`src/rtl/pc_fetch.sv`:
```
// Program counter and instruction-fetch stage: one outstanding imem read at a time,
// a one-entry output buffer toward decode, and redirect/squash of wrong-path fetches.
module pc_fetch #(
  parameter logic [31:0] RESET_PC = 32'h0000_0000
) (
  input  logic        i_clk,
  input  logic        i_rst_n,
  input  logic        i_PCSrc,
  input  logic [31:0] i_branch_target,
  output logic        o_imem_req,
  output logic [31:0] o_imem_addr,
  input  logic        i_imem_gnt,
  input  logic        i_imem_rvalid,
  input  logic [31:0] i_imem_rdata,
  output logic        o_valid,
  input  logic        i_ready,
  output logic [31:0] o_instr,
  output logic [31:0] o_pc
);

  typedef enum logic [1:0] {
    S_BOOT,
    S_REQ,
    S_WAIT,
    S_HOLD
  } state_t;

  state_t      state;
  state_t      state_nxt;
  logic [31:0] pc;
  logic        kill;
  logic [31:0] target;
  logic        accept;
  logic        drain;

  assign target = {i_branch_target[31:2], 2'b00};

  // A good response is buffered only if nothing marked it wrong-path, including a redirect this cycle.
  assign accept = (state == S_WAIT) && i_imem_rvalid && !kill && !i_PCSrc;
  assign drain  = (state == S_HOLD) && (i_PCSrc || i_ready);

  assign o_imem_req  = (state == S_REQ);
  assign o_imem_addr = pc;

  always_ff @(posedge i_clk or negedge i_rst_n) begin
    if (!i_rst_n) state <= S_BOOT;
    else          state <= state_nxt;
  end

  always_comb begin
    state_nxt = state;
    case (state)
      S_BOOT: state_nxt = S_REQ;
      S_REQ:  if (i_imem_gnt) state_nxt = S_WAIT;
      S_WAIT: begin
        // A redirect coinciding with the response drops it; no further response would come.
        if (i_imem_rvalid) state_nxt = accept ? S_HOLD : S_REQ;
      end
      S_HOLD: if (drain) state_nxt = S_REQ;
      default: state_nxt = S_BOOT;
    endcase
  end

  always_ff @(posedge i_clk or negedge i_rst_n) begin
    if (!i_rst_n) begin
      pc      <= RESET_PC;
      kill    <= 1'b0;
      o_valid <= 1'b0;
      o_instr <= 32'h0;
      o_pc    <= RESET_PC;
    end else begin
      if (i_PCSrc)
        pc <= target;
      else if ((state == S_HOLD) && i_ready)
        pc <= pc + 32'd4;

      if ((state == S_REQ) && i_imem_gnt && i_PCSrc)
        kill <= 1'b1;
      else if ((state == S_WAIT) && i_imem_rvalid)
        kill <= 1'b0;
      else if ((state == S_WAIT) && i_PCSrc)
        kill <= 1'b1;

      if (accept) begin
        o_valid <= 1'b1;
        o_instr <= i_imem_rdata;
        o_pc    <= pc;
      end else if (drain) begin
        o_valid <= 1'b0;
      end
    end
  end

endmodule

```
`config.mk`:
```
export PLATFORM = sky130hd
export DESIGN_NAME = pc_fetch
export DESIGN_NICKNAME = d
export VERILOG_FILES = /design/src/rtl/pc_fetch.sv
export SDC_FILE = /design/constraint.sdc
export NUM_CORES = 1
export LEC_CHECK = 0
export BUFFER_PORTS_ARGS = -buffer_cell sky130_fd_sc_hd__buf_2
export CORE_ASPECT_RATIO = 0.9
export CORE_MARGIN = 2
export CORE_UTILIZATION = 49
export CTS_CLUSTER_DIAMETER = 150
export DETAILED_ROUTE_END_ITERATION = 6
export PLACE_DENSITY = 0.8
export SYNTH_ARGS = -nofsm -noshare
export SYNTH_HDL_FRONTEND = slang
export SYNTH_SLANG_ARGS = --single-unit
```
`constraint.sdc`:
```
create_clock -name i_clk -period 2.35 [get_ports i_clk]
set_input_delay 0.235 -clock i_clk [delete_from_list [all_inputs] [get_ports i_clk]]
set_output_delay 0.235 -clock i_clk [all_outputs]
set_load 0.01 [all_outputs]
```
* After elaboration in Yosys (flattened, before gate mapping)
Cells that the tools add are included.
** Operators by class
- Add/subtract/negate cells :: 1
- Equality and inequality tests :: 6
- Multiplexer cells :: 12
- Reduce and logical (&&, ||, !) cells :: 16
** Operators with widths (count)
- two-way mux 32 bit :: 2
- adder 32 x 3 -> 32 bit (second input constant) :: 1
- logical AND 1 bit :: 8
- two-way mux 2 bit :: 4
- one-hot mux 2 bit (4 select lines) :: 1
- two-way mux 1 bit :: 5
- == test 2 bit (second input constant) :: 2
- inequality test 2 bit (second input constant) :: 2
- nonzero test 2 bit :: 2
- AND reduction 3 bit :: 1
- nonzero test 3 bit :: 1
- == test 2 x 1 -> 1 bit (second input constant) :: 1
- zero test 1 bit :: 2
- zero test 2 bit :: 1
- inequality test 2 x 1 -> 1 bit (second input constant) :: 1
- logical OR 1 bit :: 1
** Storage, ports and cells
- Register bits :: 100
- Logic and storage cells :: 41

* Longest topological paths before layout
Gate-level depths: netlist of the first run.
- Word-level depth :: 7
- Gate-level depth with buffers :: 7

* Worst setup path before layout of the first run
OpenSTA, ideal clock, no wires.
- Path kind :: register -> register
- Start point :: reg state[0]
- End point :: reg pc[31], in the netlist o_imem_addr[31]
- Arrival time :: 1.940 ns
- Required time :: 2.268 ns
- Path slack :: 0.328 ns
- Stages on the path, launching flop included :: 7
- Clock period less this slack :: 2.022 ns
- Path through :: dfrtp_1 ha_1 nand4_4 or3_1 clkbuf_1 or4_1 a31oi_1
** On the way
- Word-level cells in the longest chain between the ends :: 3
** RTL lines
- start: declaration :: RTL line 28 : state_t state;
- start signal: assignment :: RTL line 47 : else state <= state_nxt;
- == test 2 bit :: RTL line 74 : else if ((state == S_HOLD) && i_ready)
- logical AND 1 bit :: RTL line 74
- nonzero test 2 bit (no line)
- end signal: assignment :: RTL line 73 : pc <= target;
- end signal: assignment :: RTL line 75 : pc <= pc + 32'd4;
- end: declaration :: RTL line 30 : logic [31:0] pc;
Every way passes these cells.
A chain may end at the register's enable or synchronous reset.

* Final worst setup path of the first run
Same ends and word-level chain as after synthesis.

==> impl_metrics.yaml, run 1 <==
run_status:
  status: "complete, no violations"
floorplan:
  rows: 32
  core_area_um2: 8570
  io-pin-count: 168
  start_util_pct: 50.6
  die_area_um2: 9610
  die-width_um: 103
  die_y_um: 93.2
detailed_routing:
  vias_per_cell: 5.31
  drtAntennaViolNets: 0
  vias: 3468
  drt_iter0_drc: 110
  wirelength_um: 10100
  drcViolationCount: 0
  wl_per_cell_um: 15.5
  dr.pass1.iters: 4
power:
  netSwitchingFraction_pct: 31.8
  pwr_density_cell_nw_per_um2: 956
  seq_power_share_pct: 47.3
  clkPwrFrac_pct: 21.9
  p_int_mw: 3.60
  power_switching_mw: 1.68
  p_leak_nw: 2.81
  peakVddDrop_v: 0.000491
  combinationalPowerShare_pct: 30.8
logic_synthesis:
  ys.flop_type: "dfrtp_1"
  synth_cells: 367
  synth_top_family_by_area: "multiplexers"
  yosys.area_share.xor_xnor_pct: 2.43
  syn_avg_cell_area_um2: 11.8
  synth-simple-area-share_pct: 13.0
  synth.most_common_cell: "dfrtp_1"
  yosys.area_share.adder_pct: 1.16
  yosysWarningCount: 0
  synth_enable_flop_cells: 0
  synth_seq_cells: 96
  synth.mux.area_fraction_pct: 16.6
  ys_top_cells_by_area: "dfrtp_1, mux2_2, a31oi_1"
  ys_types: 41
  synth-compound-area-share_pct: 8.09
  ys_seq_area_share_pct: 55.4
  synthArstFlopShare_pct: 100
  synth_top_area_cell: "dfrtp_1"
  synth_top_area_share_pct: 55.4
  syn_area_um2: 4330
  synthTopCellsByCount: "dfrtp_1, mux2_2, nand2_1"
placed_design:
  pre_cts_slack_ps: 115
  portBuffers: 161
  place_area_um2: 5290
  gp_congestion: 0.810
  dpl.hpwl_um: 7460
setup_path:
  rr_worst_depth: 5
  critPathRequiredTime_ps: 2630
  startpoint_type: "register"
  critical_path_class: "reg -> reg"
  cp_data_arrival_time_ps: 2400
  cp-end-kind: "register"
  cp_max_fo: 9
clock_network:
  numCtsBuffers: 9
  cts_tree: "yes"
  cts.sinks: 96
  root_buffer: "clkbuf_8"
  clockBufferDepth: 2
  post_cts_buffers: 0
  clkTransAtPathRegs_ps: 90
  clock_latency_ps: 360
  htreeDepth: 3
cells_and_area:
  drive_gt1_share_pct: 48.3
  nNetsFinal: 603
  area_growth_pct: 27.4
  fin_util_pct: 64.4
  insertedDiodeCount: 0
  finish.instance_area_um2: 5520
timing:
  clock.fmax_mhz: 473
  max_slew_margin_pct: 58.4
  setup_violations: 0
  tightest_slew_ps: 618
  post-route-min-period_ps: 2110
  period_share_pct: 90.0
  drv_slew: 0
  finalHoldViolCount: 0
  finalSetupTns_ps: 0
  clock-skew-final_ps: 12.5
  final.setup.worst_slack_ps: 235
  rsz0062_at_grt: "no"
global_route:
  grt_busiest_layer: "met2"
  grt_overflow: 0
  grt_max_degree: 50
  grt_usage_pct: 21.5
  grtUsageMet1_pct: 29.7
  use_met2_pct: 33.3
  grt_antenna_before_repair: 0
  grt_pass1_vias: 3354
  met3_usage_pct: 5.61
  grt_pass1_wl_um: 16200
hold_path:
  holdPathStages: 3
  hp-class: "in -> reg"
run:
  cap_violations: 0
per-stage QoR:
step	total power [mW]	hold slack [ps]	cells
finish	5.28	85.3	653
global route	5.61	83.1	653
CTS	5.34	66.1	653
detailed placement	4.18	293	636
global placement	4.09	278	636
floorplan	3.39	-60.6	370
power groups by stage:
stage / registers [mW] / clock network (mW) / logic, mW
6_report: 2.49 / 1.16 / 1.63
3_3_place_gp: 2.48 / 0 / 1.60
2_1_floorplan: 2.75 / 0 / 0.633
4_1_cts: 2.50 / 1.19 / 1.65
5_1_grt: 2.57 / 1.24 / 1.80
3_5_place_dp: 2.54 / 0 / 1.64
what timing repair did:
action / 4_1_cts / 5_1_grt
endpoints found under the hold margin: 47 / 0
hold buffers: 1 / 0
gates resized for setup: 0 / 1
setup endpoints to repair: 0 / 4
flip-flops by register name (all words and copies together) (netlist names):
signal and flops:
o_instr 32, o_pc 30, o_imem_addr 30, state 2, o_valid 1, kill 1
final cells by class:
cell class | count | area [um2]
fill | 711 | 3050
sequential | 96 | 2400
multi-input combinational | 243 | 1810
timing repair buffer | 170 | 903
clock buffer | 12 | 165
tap | 119 | 149
clock inverter | 4 | 51.3
inverter | 9 | 33.8
routing by layer:
metal	wire length [um]	part of all wire (%)
met5	0	0
met2	4770	47
met1	4490	44
met4	107	1.1
met3	774	7.6
path summary, 6_finish.rpt:
kind                                      from               to  slack (ps)
max                                   state[0]  o_imem_addr[31]         240
min                        i_branch_target[13]  o_imem_addr[13]          90
max reg2reg                           state[0]  o_imem_addr[31]         240
min reg2reg                            o_valid          o_valid         480
max in group asynchronous              i_rst_n         state[1]        1240
min in group asynchronous              i_rst_n         o_pc[26]         420
cell families (layout without fill, tap and decap cells):
logic type / count (synthesis) / in the layout
adders and majority gates: 4 / 4
and+or+nand+nor: 104 / 104
other: 1 / 4
xor gates and xnor gates: 12 / 12
buffers and inverters: 31 / 195
DFF: 96 / 96
AOI/OAI and AO/OA: 55 / 55
muxes: 64 / 64
cell usage in the layout (no fill, tap or decap), drive strengths merged, types with 5 or more instances in the layout:
cell type  instances
nand2             26
a31oi             17
o21ai             17
nor2              24
buf              169
nand3             12
nor4               5
or4               11
dfrtp             96
clkbuf            12
o31ai             10
or3                5
nand4              9
inv                8
xnor2              9
mux2              62
critical path, stage by stage (launching register included):
cell and delay [ps]:
dfrtp_1 390, ha_1 250, nand4_4 170, or3_1 530
or4_1 540, a31oi_1 160
Power figures use the tool's default switching activity.
==> run 2: changes to the inputs <==
--- a/config.mk
+++ b/config.mk
@@ -8,10 +8,12 @@
 export BUFFER_PORTS_ARGS = -buffer_cell sky130_fd_sc_hd__buf_2
 export CORE_ASPECT_RATIO = 0.9
 export CORE_MARGIN = 2
-export CORE_UTILIZATION = 49
+export CORE_UTILIZATION = 51
+export CTS_BUF_LIST = sky130_fd_sc_hd__clkbuf_8
 export CTS_CLUSTER_DIAMETER = 150
 export DETAILED_ROUTE_END_ITERATION = 6
-export PLACE_DENSITY = 0.8
+export PLACE_DENSITY = 0.83
+export SLEW_MARGIN = 20
 export SYNTH_ARGS = -nofsm -noshare
 export SYNTH_HDL_FRONTEND = slang
 export SYNTH_SLANG_ARGS = --single-unit
==> run 2 against run 1 <==
Non-clock buffer count increased by 1. Clock skew decreased by 5.0 ps. Register-to-register slack lost 30 ps. Sequential power is essentially flat. Routed wire length is 0.44% higher. Via count up 2.0%. Sequential cell count is the same. Global-route usage rose by 1.3 points. Maximum frequency shrank 1.3%. Final cell count shrank 2.9%. Combinational power hardly changed.
==> impl_metrics.yaml, run 2 (same netlist as run 1, synthesis figures left out) <==
setup_path:
  rr_worst_depth: 4
  critPathRequiredTime_ps: 2630
  reg2reg_slack_ps: 210
  cp-end-kind: "register"
  r2r-start: "o_imem_addr[14]"
  cpMostUsedCell: "or4_1"
  startpoint_type: "register"
  cp_max_fo: 9
  slowest_delay_ps: 700
  crit_start: "o_imem_addr[14]"
  reg2reg_to: "o_imem_addr[26]"
  critical_path_class: "reg -> reg"
  cp_data_arrival_time_ps: 2420
  slowest_stage: "or4_1"
  path_cells: "nand4_2 -> or4_1 -> or4_1 -> a31oi_1"
clock_network:
  numCtsBuffers: 9
  htreeDepth: 3
  clock_latency_ps: 360
  post_cts_buffers: 0
  root_buffer: "clkbuf_8"
  clkTransAtPathRegs_ps: 90
  cts.sinks: 96
  cts_tree: "yes"
  clockBufferDepth: 2
placed_design:
  gp_congestion: 0.813
  dpl.hpwl_um: 7330
  pre_cts_slack_ps: 8.79
  portBuffers: 161
hold_path:
  hp-start: "i_branch_target[13]"
  holdPathStages: 3
  hp-class: "in -> reg"
  hold_end: "o_imem_addr[13]"
timing:
  final.setup.worst_slack_ps: 206
  finalHoldViolCount: 0
  clock-skew-final_ps: 7.54
  setup_violations: 0
  drv_slew: 0
  clock.fmax_mhz: 466
  rsz0062_at_grt: "no"
  finalSetupTns_ps: 0
  max_slew_margin_pct: 58.0
  post-route-min-period_ps: 2140
  tightest_slew_ps: 624
  period_share_pct: 91.2
cells_and_area:
  layout_commonest_cell: "buf_2"
  drive_gt1_share_pct: 48.6
  insertedDiodeCount: 0
  n_fill_cell: 632
  layout_common_cells: "buf_2, dfrtp_1, mux2_2, nand2_1, nor2_1"
  area_growth_pct: 27.3
  nNetsFinal: 604
  largest_reg_flops: 32
  regMostFlops: "o_instr"
power:
  pwr_density_cell_nw_per_um2: 966
  netSwitchingFraction_pct: 31.4
  seq_power_share_pct: 46.9
  p_int_mw: 3.65
  clkPwrFrac_pct: 22.5
  peakVddDrop_v: 0.000519
  p_leak_nw: 2.82
  power_switching_mw: 1.67
  combinationalPowerShare_pct: 30.6
floorplan:
  start_util_pct: 53.2
  die-width_um: 101
  core_area_um2: 8150
  die_y_um: 91.4
  rows: 31
  io-pin-count: 168
  die_area_um2: 9250
run:
  cap_violations: 0
global_route:
  grt_usage_pct: 22.8
  grt_overflow: 0
  grt_pass1_vias: 3464
  grt_pass1_wl_um: 16600
  grt_antenna_before_repair: 0
  grt_max_degree: 50
detailed_routing:
  wirelength_um: 10200
  vias: 3537
  dr.pass1.iters: 4
  drt_iter0_drc: 207
  vias_per_cell: 5.58
  drtAntennaViolNets: 0
  drcViolationCount: 0
  wl_per_cell_um: 16.1
run_status:
  status: "complete, no violations"
## run 2: layout make-up
cell class,count,area [um2],share of cell area (%)
clock buffers,10,138,2.49
clock inverters,6,91.3,1.66
inverters,9,33.8,0.612
multi-input cells,243,1820,32.9
flip-flops and latches,96,2400,43.5
well taps,99,124,2.25
repair buffers,171,911,16.5
## run 2: routing by layer
layer | routed length [um] | up-vias | part of all wire, % | GRT usage (%)
li1 | - | 1660 | - | -
met1 | 4310 | 1731 | 42 | 29.5
met2 | 5040 | 136 | 49 | 38.1
met3 | 726 | 10 | 7.1 | 6.39
met4 | 106 | 0 | 1.0 | 4.84
met5 | 0 | - | 0 | 0
## run 2: what timing repair did
item,4_1_cts,5_1_grt
hold buffers,1,0
hold endpoints to repair,47,0
gates resized for setup,1,1
endpoints found under the setup margin,1,1
## run 2: through the flow
step / hold slack, ps / utilization [%] / area, um2 / instances / power [mW]
2_1_floorplan: -60.6 / - / 4340 / 370 / 3.39
3_3_place_gp: 275 / 64.7 / 5270 / 617 / 4.09
3_5_place_dp: 289 / 64.7 / 5270 / 617 / 4.19
4_1_cts: 68.2 / 67.7 / 5510 / 634 / 5.39
5_1_grt: 73.1 / 67.7 / 5520 / 634 / 5.67
6_report: 84.0 / 67.7 / 5520 / 634 / 5.33
## run 2: power by group through the flow
stage                     Combinational, mW  Sequential (mW)  Clock, mW
after detailed placement               1.65             2.54          0
after CTS                              1.66             2.51       1.23
final                                  1.63             2.50       1.20
after floorplan                       0.633             2.75          0
after global routing                   1.79             2.57       1.30
after global placement                 1.60             2.49          0
## run 2: worst max-delay path: cells and delay by family, from the launching register on
kind / cells / cell delay (ps)
AOI/OAI and AO/OA: 1 / 200
DFF: 1 / 530
and+or+nand+nor: 3 / 1340
## run 2: worst max-delay path by stage
stage,endpoint,slack [ps],cells after the start
finish,o_imem_addr[26],210,4
global route,o_imem_addr[26],90,4
CTS,o_imem_addr[22],150,5
detailed placement,o_imem_addr[22],9,5
global placement,o_imem_addr[22],140,5
floorplan,o_imem_addr[31],330,6
==> run 3: changes to the inputs <==
--- a/config.mk
+++ b/config.mk
@@ -6,13 +6,16 @@
 export NUM_CORES = 1
 export LEC_CHECK = 0
 export BUFFER_PORTS_ARGS = -buffer_cell sky130_fd_sc_hd__buf_2
+export CAP_MARGIN = 20
+export CELL_PAD_IN_SITES_DETAIL_PLACEMENT = 1
+export CELL_PAD_IN_SITES_GLOBAL_PLACEMENT = 2
 export CORE_ASPECT_RATIO = 0.9
 export CORE_MARGIN = 2
-export CORE_UTILIZATION = 51
+export CORE_UTILIZATION = 31
 export CTS_BUF_LIST = sky130_fd_sc_hd__clkbuf_8
 export CTS_CLUSTER_DIAMETER = 150
 export DETAILED_ROUTE_END_ITERATION = 6
-export PLACE_DENSITY = 0.83
+export PLACE_DENSITY_LB_ADDON = 0.1
 export SLEW_MARGIN = 20
 export SYNTH_ARGS = -nofsm -noshare
 export SYNTH_HDL_FRONTEND = slang
==> run 3 against run 2 <==
Register-to-register slack worse by 30 ps. Sequential cell count stayed put. Highest routed layer unchanged. Worst setup slack worse by 31 ps. Total power is 1.4% higher. Maximum frequency is 1.4% lower. Via count is 1.3% lower. Clock power is 6% higher. First-iteration DRC count is 43% lower. Non-clock buffer count is 4 higher.
==> impl_metrics.yaml, run 3 (same netlist as run 1, synthesis figures left out) <==
cells_and_area:
  largest_reg_flops: 32
  layout_common_cells: "buf_2, dfrtp_1, mux2_2, nand2_1, nor2_1"
  insertedDiodeCount: 0
  n_fill_cell: 1523
  regMostFlops: "o_instr"
  layout_commonest_cell: "buf_2"
  nNetsFinal: 608
  area_growth_pct: 30.1
  drive_gt1_share_pct: 48.8
  fin_util_pct: 41.7
timing:
  finalSetupTns_ps: 0
  tightest_slew_ps: 629
  max_slew_margin_pct: 57.7
  finalHoldViolCount: 0
  drv_slew: 0
  setup_violations: 0
  post-route-min-period_ps: 2170
  clock.fmax_mhz: 460
  clock-skew-final_ps: 11.7
  rsz0062_at_grt: "no"
  period_share_pct: 92.5
  hold_ws_ps: 64.6
setup_path:
  cp_max_fo: 16
  critical_path_class: "reg -> reg"
  cp-end-kind: "register"
  critPathRequiredTime_ps: 2660
  startpoint_type: "register"
  cp_data_arrival_time_ps: 2480
hold_path:
  hp-class: "in -> reg"
detailed_routing:
  wl_per_cell_um: 16.7
  vias: 3490
  drt_iter0_drc: 118
  wirelength_um: 11800
  drtAntennaViolNets: 0
  vias_per_cell: 4.94
  dr.pass1.iters: 4
  drcViolationCount: 0
global_route:
  grt_usage_pct: 16.1
  grt_pass1_vias: 3556
  grt_max_degree: 56
  grt_overflow: 0
  grt_pass1_wl_um: 18600
  grt_antenna_before_repair: 0
placed_design:
  gp_congestion: 0.724
  dpl.hpwl_um: 8670
  portBuffers: 161
clock_network:
  cts.sinks: 96
  clock_latency_ps: 380
  post_cts_buffers: 0
  numCtsBuffers: 9
  htreeDepth: 3
  clkTransAtPathRegs_ps: 90
  clockBufferDepth: 2
  cts_tree: "yes"
  root_buffer: "clkbuf_8"
power:
  p_leak_nw: 2.84
  pwr_density_cell_nw_per_um2: 958
  peakVddDrop_v: 0.000453
run:
  cap_violations: 0
run_status:
  status: "complete, no violations"
floorplan:
  die_y_um: 116
  core_area_um2: 13500
  start_util_pct: 32.1
  die-width_um: 129
  rows: 40
  die_area_um2: 14900
  io-pin-count: 168
==> run 3: cell types whose count changed in the layout (fill, tap and decap cells not counted), moves of 2 or more <==
cell	before	now
clkbuf_8	10	12
clkinvlp_4	0	2
clkinv_4	2	0
buf_4	8	12
==> run 3: final cells by class <==
class	count	area (um2)	area share [%]
clock buffers	12	165	2.93
clock inverters	4	75.1	1.33
inverters	9	33.8	0.599
multi-input cells	243	1810	32.1
flip-flops and latches	96	2400	42.6
well taps	168	210	3.73
repair buffers	175	941	16.7
==> run 3: metrics by stage <==
step                area (um2)  cells  worst slack, ps  total power, mW
floorplan                 4340    370              328             3.39
global placement          5390    690              145             4.14
detailed placement        5390    690             82.2             4.20
CTS                       5640    707             61.8             5.51
global route              5640    707             25.6             5.77
finish                    5640    707              176             5.40
==> run 3: per-layer routing <==
metal  GRT usage, %  part of all wire, %
met5              0                    0
met4           5.51                  1.4
met3           4.49                  5.6
met2           26.3                   47
met1           20.8                   46
==> run 3: repair_timing <==
item                                    CTS  global route
hold buffers                              1             0
endpoints found under the setup margin    0             6
resized for setup                         0             1
hold endpoints to repair                 41             0
==> run 3: worst max-delay path, cell delays in order, from the launching register on <==
cell,delay (ps)
dfrtp_1,390
ha_2,290
nand3_1,180
or3_1,380
buf_4,200
or4_1,510
a31oi_1,170
==> run 3: power by group <==
group | internal (mW) | switching [mW] | leakage, nW
logic | 0.844 | 0.805 | 1.49
registers | 2.18 | 0.306 | 1.23
clock network | 0.686 | 0.584 | 0.115
==> run 3: path summary, 6_finish.rpt <==
path / start / cells after the start / end / slack [ps]
hold reg to reg: o_valid / 1 / o_valid / 480
min in group asynchronous: i_rst_n / 2 / o_pc[26] / 370
max in group asynchronous: i_rst_n / 3 / o_imem_addr[2] / 1280
setup / recovery: state[1] / 6 / o_imem_addr[22] / 180
hold / removal: i_branch_target[13] / 3 / o_imem_addr[13] / 60
setup reg to reg: state[1] / 6 / o_imem_addr[22] / 180
